==> config.mk <==
export PLATFORM = sky130hd
export DESIGN_NAME = c16_tape_player
export DESIGN_NICKNAME = d
export VERILOG_FILES = /design/src/rtl/c16_tape_player.sv
export SDC_FILE = /design/constraint.sdc
export NUM_CORES = 1
export LEC_CHECK = 0
export BUFFER_PORTS_ARGS = -buffer_cell sky130_fd_sc_hd__buf_4
export CAP_MARGIN = 25
export CORE_MARGIN = 2
export CORE_UTILIZATION = 50
export CTS_CLUSTER_DIAMETER = 30
export CTS_CLUSTER_SIZE = 16
export DETAILED_ROUTE_END_ITERATION = 12
export PLACE_DENSITY = 0.78
export SYNTH_ARGS = -nofsm -noshare
export SYNTH_HDL_FRONTEND = slang
export SYNTH_SLANG_ARGS = --single-unit
==> constraint.sdc <==
create_clock -name clk -period 2.5 [get_ports clk]
set_clock_uncertainty 0.2 [all_clocks]
set_input_delay 0.125 -clock clk [delete_from_list [all_inputs] [get_ports clk]]
set_output_delay 0.125 -clock clk [all_outputs]
set_load 0.1 [all_outputs]
==> src/rtl/c16_tape_player.sv <==
// TAP cassette playback source: pulls TAP v0/v1 bytes over ready/valid and
// rebuilds the low/high pulse train on cass_read, paced by ce and gated by the motor.
module c16_tape_player #(
  parameter int SCALE = 8,
  parameter int CNT_W = 24   // must be >= 24 to hold a full v1 extended length
) (
  input  logic       clk,
  input  logic       reset_n,
  input  logic       ce,
  input  logic       motor_n,
  input  logic       play,
  input  logic       tap_ver1,
  input  logic [7:0] tap_data,
  input  logic       tap_valid,
  output logic       tap_ready,
  output logic       cass_read,
  output logic       sense_n,
  output logic       busy
);

  typedef enum logic [2:0] {IDLE, FETCH, EXT0, EXT1, EXT2, RUN_LO, RUN_HI} state_t;

  state_t             r_state;
  logic [CNT_W-1:0]   r_cnt;
  logic [CNT_W-1:0]   r_len;
  logic               r_cass;
  logic [CNT_W-1:0]   w_raw;
  logic [CNT_W-1:0]   w_len;
  logic [CNT_W-1:0]   w_hi;
  logic               w_tick;

  // Candidate pulse length for whichever byte is being accepted this clk.
  always_comb begin
    w_raw = CNT_W'(32'(tap_data) * 32'(SCALE));
    if (tap_data == 8'd0)
      w_raw = CNT_W'(32'd256 * 32'(SCALE));
    if (r_state == EXT2)
      w_raw = CNT_W'({tap_data, r_len[15:0]});
    w_len = (w_raw < CNT_W'(2)) ? CNT_W'(2) : w_raw;
  end

  // High half takes the extra cycle of an odd length.
  assign w_hi   = r_len - (r_len >> 1);
  assign w_tick = ce & ~motor_n;

  always_ff @(posedge clk or negedge reset_n) begin
    if (!reset_n) begin
      r_state <= IDLE;
      r_cnt   <= '0;
      r_len   <= '0;
      r_cass  <= 1'b1;
    end else if (!play) begin
      r_state <= IDLE;
      r_cnt   <= '0;
      r_len   <= '0;
      r_cass  <= 1'b1;
    end else begin
      case (r_state)
        IDLE: r_state <= FETCH;
        FETCH: begin
          if (tap_valid) begin
            if (tap_data == 8'd0 && tap_ver1) begin
              r_len   <= '0;
              r_state <= EXT0;
            end else begin
              r_len   <= w_len;
              r_cnt   <= w_len >> 1;
              r_cass  <= 1'b0;
              r_state <= RUN_LO;
            end
          end
        end
        EXT0: if (tap_valid) begin
          r_len[7:0] <= tap_data;
          r_state    <= EXT1;
        end
        EXT1: if (tap_valid) begin
          r_len[15:8] <= tap_data;
          r_state     <= EXT2;
        end
        EXT2: if (tap_valid) begin
          r_len   <= w_len;
          r_cnt   <= w_len >> 1;
          r_cass  <= 1'b0;
          r_state <= RUN_LO;
        end
        RUN_LO: if (w_tick) begin
          if (r_cnt == CNT_W'(1)) begin
            r_cnt   <= w_hi;
            r_cass  <= 1'b1;
            r_state <= RUN_HI;
          end else begin
            r_cnt <= r_cnt - CNT_W'(1);
          end
        end
        RUN_HI: if (w_tick) begin
          if (r_cnt == CNT_W'(1)) begin
            r_cnt   <= '0;
            r_state <= FETCH;
          end else begin
            r_cnt <= r_cnt - CNT_W'(1);
          end
        end
        default: r_state <= IDLE;
      endcase
    end
  end

  assign tap_ready = (r_state == FETCH) || (r_state == EXT0) ||
                     (r_state == EXT1)  || (r_state == EXT2);
  assign busy      = (r_state == RUN_LO) || (r_state == RUN_HI);
  assign cass_read = r_cass;
  assign sense_n   = ~play;

endmodule
==> impl_metrics.ini <==
[run_status]
status = finished, violations left
violations = negative setup slack

[synth]
async_flop_share_pct = 100
post_synth.cell_area_avg_sq_um = 7.80
yosys-top-cells-area = dfrtp_1 26%, a21oi_1 6.9%, ha_1 6.5%
synth_ff_type = dfrtp_1
synth_nets = 662
synth.distinct_cells = 75
ys_warn_count = 0
netlist_instances = 621
synth_top_area_cell = dfrtp_1
syn_area_sq_um = 4840
synth_edf_count = 0
yosysTopAreaCellShare_pct = 26.4
synth-seq-cells = 52
ys_seq_area_share_pct = 26.9

[clock_tree]
cts_made_buffers = 5
path_clk_slew_ns = 0.10
h-tree-depth = 2
clkSinkCount = 52
clk_latency_ns = 0.31
cts_tree = built
root_buffer = clkbuf_8
clockBufferDepth = 2

[die]
rows = 35
design.die.area_sq_um = 10500
io_pins = 19
die_w_um = 102
initial_core_util_pct = 51.9
die_h_um = 102
core_sq_um = 9330

[detailed_routing]
routed_wl_mm = 18.8
drtPass1Iterations = 5
ant_nets = 0
avgViaCountPerCell = 6.43
wire_per_inst_um = 20.6
vias = 5859
drc_errors = 0
drt-initial-drc-count = 580

[finish]
drive_gt1_share_pct = 36.8
final_util_pct = 73.8
fillCellCount = 704
synthToLayoutAreaGrowth_pct = 42.2
final_cells = 911
diodes = 0
finalNetCount = 822

[timing]
worst_slack_ns = -0.220
relSlewSlack_pct = 53.0
finalSetupViolCount = 23
period_needed_ns = 2.72
finalHoldViolCount = 0
tightest_slew_ns = 0.705
fmax_ghz = 0.368
hold_ws_ns = 0.0292
period_share_pct = 109
slew_violations = 0
rsz0062_at_grt = yes

[job]
max_cap_violations = 0

[min_path]
hp-class = input port to flip-flop

[power_and_ir_drop]
switchingPower_mw = 3.92
cellLeakagePower_nw = 3.09
p_per_area_nw_per_um2 = 1160
vdd_drop_max_mv = 0.554
intPower_mw = 4.06
clockPowerShare_pct = 6.4
power_mw = 7.99
seqPwrFrac_pct = 15.6
combPwrFrac_pct = 77.9
switching_share_pct = 49.1

[worst_setup_path]
required_ns = 2.55
cp-start-kind = flip-flop
cp-end-kind = flip-flop
crit_type = flip-flop to flip-flop
cp_data_arrival_time_ns = 2.77
path_max_fanout = 3

[global_route]
first_global_vias = 5304
antenna_found_initial = 0
grt_usage_pct = 34.6
grt_pass1_wl_mm = 28.0
grt_max_degree = 53
grt_overflow = 0

[placed_design]
place_inst = 870
dp_slack_ns = -0.216
portBuffers = 18
hpwl_mm = 13.1
place.gp.congestion = 1.01
## cell usage in the layout (no fill, tap or decap), drive strengths merged, types with 4 or more instances in the layout
cell type,Yosys,routed
buf,9,179
a21oi,67,67
dfrtp,51,51
nand2,51,51
o21ai,47,47
nor2,45,45
inv,37,36
nor3,27,27
ha,25,25
nand3,21,21
xnor2,19,19
a21o,17,17
nand2b,15,15
o22ai,14,14
xor2,13,13
nand4,12,12
a22o,11,11
nor4,10,10
a211oi,9,9
mux2i,8,8
o211ai,8,8
a31oi,7,7
clkbuf,22,7
and3,6,6
o31ai,6,6
or3,6,6
a22oi,4,4
dlygate4sd3,0,4
a221oi,4,4
and2,4,4
## layout make-up
type	count	area [sq um]	area share [%]
sequential	52	1310	19.0
timing repair buffer	184	1470	21.4
inverter	37	143	2.07
clock inverter	2	10.0	0.145
clock buffer	6	82.6	1.20
multi-input combinational	501	3710	53.9
tap	129	161	2.34
## kinds of logic (layout without fill, tap and decap cells)
kind of cell	Yosys count	after routing	synth area share, %
AOI/OAI and AO/OA	222	222	29.4
xor gates and xnor gates	32	32	5.79
adders and majority gates	26	26	6.87
buffers and inverters	68	229	6.25
DFF	52	52	26.9
muxes	8	8	1.65
and+or+nand+nor	213	213	23.1
## power groups by stage
stage	combinational (mW)	sequential, mW	clock, mW
floorplan	3.22	1.26	0
global placement	4.99	1.22	0
detailed placement	5.08	1.23	0
CTS	5.44	1.22	0.514
global route	6.61	1.27	0.554
finish	6.22	1.25	0.513
## metrics by stage
step / setup TNS [ns] / instance area, sq um
floorplan: -0.0889 / 4880
global placement: -1.38 / 6030
detailed placement: -2.23 / 6030
CTS: -0.601 / 6410
global route: -5.24 / 6880
finish: -2.81 / 6880
## sequential cells by signal, indices dropped and copies added, names as in the netlist
| signal | cells |
|---|---|
| cass_read | 1 |
| r_cnt | 24 |
| r_len | 24 |
| r_state | 3 |
## timing repair
action,4_1_cts,5_1_grt
gates cloned,0,1
gates resized for setup,39,74
hold buffers,4,0
endpoints found under the setup margin,16,31
pin swaps,25,51
hold endpoints to repair,55,0
buffers inserted,11,18
## worst max-delay path: stages, from the launching register on
cell      delay [ns]
dfrtp_1         0.41
inv_2           0.07
buf_4           0.14
fa_2            0.40
a211oi_2        0.25
o21bai_2        0.11
a2111o_1        0.37
nand2_1         0.08
xnor2_1         0.12
a21oi_1         0.10
a211oi_2        0.19
o221a_2         0.21
## metal layers
layer	vias to the layer above	global-route usage (%)	part of all wire (%)
met4	0	10.8	3.3
li1	2618	-	-
met5	-	0	0
met3	59	6.22	10
met1	2812	50.2	41
met2	370	52.5	45
## path summary, 6_finish.rpt
kind                       cells past startpoint        start  slack, ns        end
max                                           11     r_len[2]      -0.22   r_cnt[8]
min                                            3  tap_data[7]       0.03  r_len[15]
max reg2reg                                   11     r_len[2]      -0.22   r_cnt[8]
min reg2reg                                    2    r_len[17]       0.38  r_len[17]
max in group asynchronous                      2      reset_n       1.38   r_len[1]
min in group asynchronous                      2      reset_n       0.19   r_cnt[6]
## cells in the mapped netlist, drive strengths merged, types with 2 or more instances
cell type and count:
buf 9, nor3b 3, a221o 2, a211o 2, mux2i 8, o21ai 47
nor2 45, o211ai 8, a221oi 4, o22ai 14, dfrtp 51, nand4 12
nor4 10, a211oi 9, nor2b 3, or3 6, o31ai 6, nand2b 15
ha 25, or4 3, a31oi 7, a22oi 4, inv 37, nand3 21
a21oi 67, o221ai 3, xnor2 19, and2 4, clkbuf 22, a22o 11
nor3 27, and3 6, nand4b 2, xor2 13, o311ai 3, a31o 3
nand2 51, a21o 17
Power figures use the tool's default switching activity.
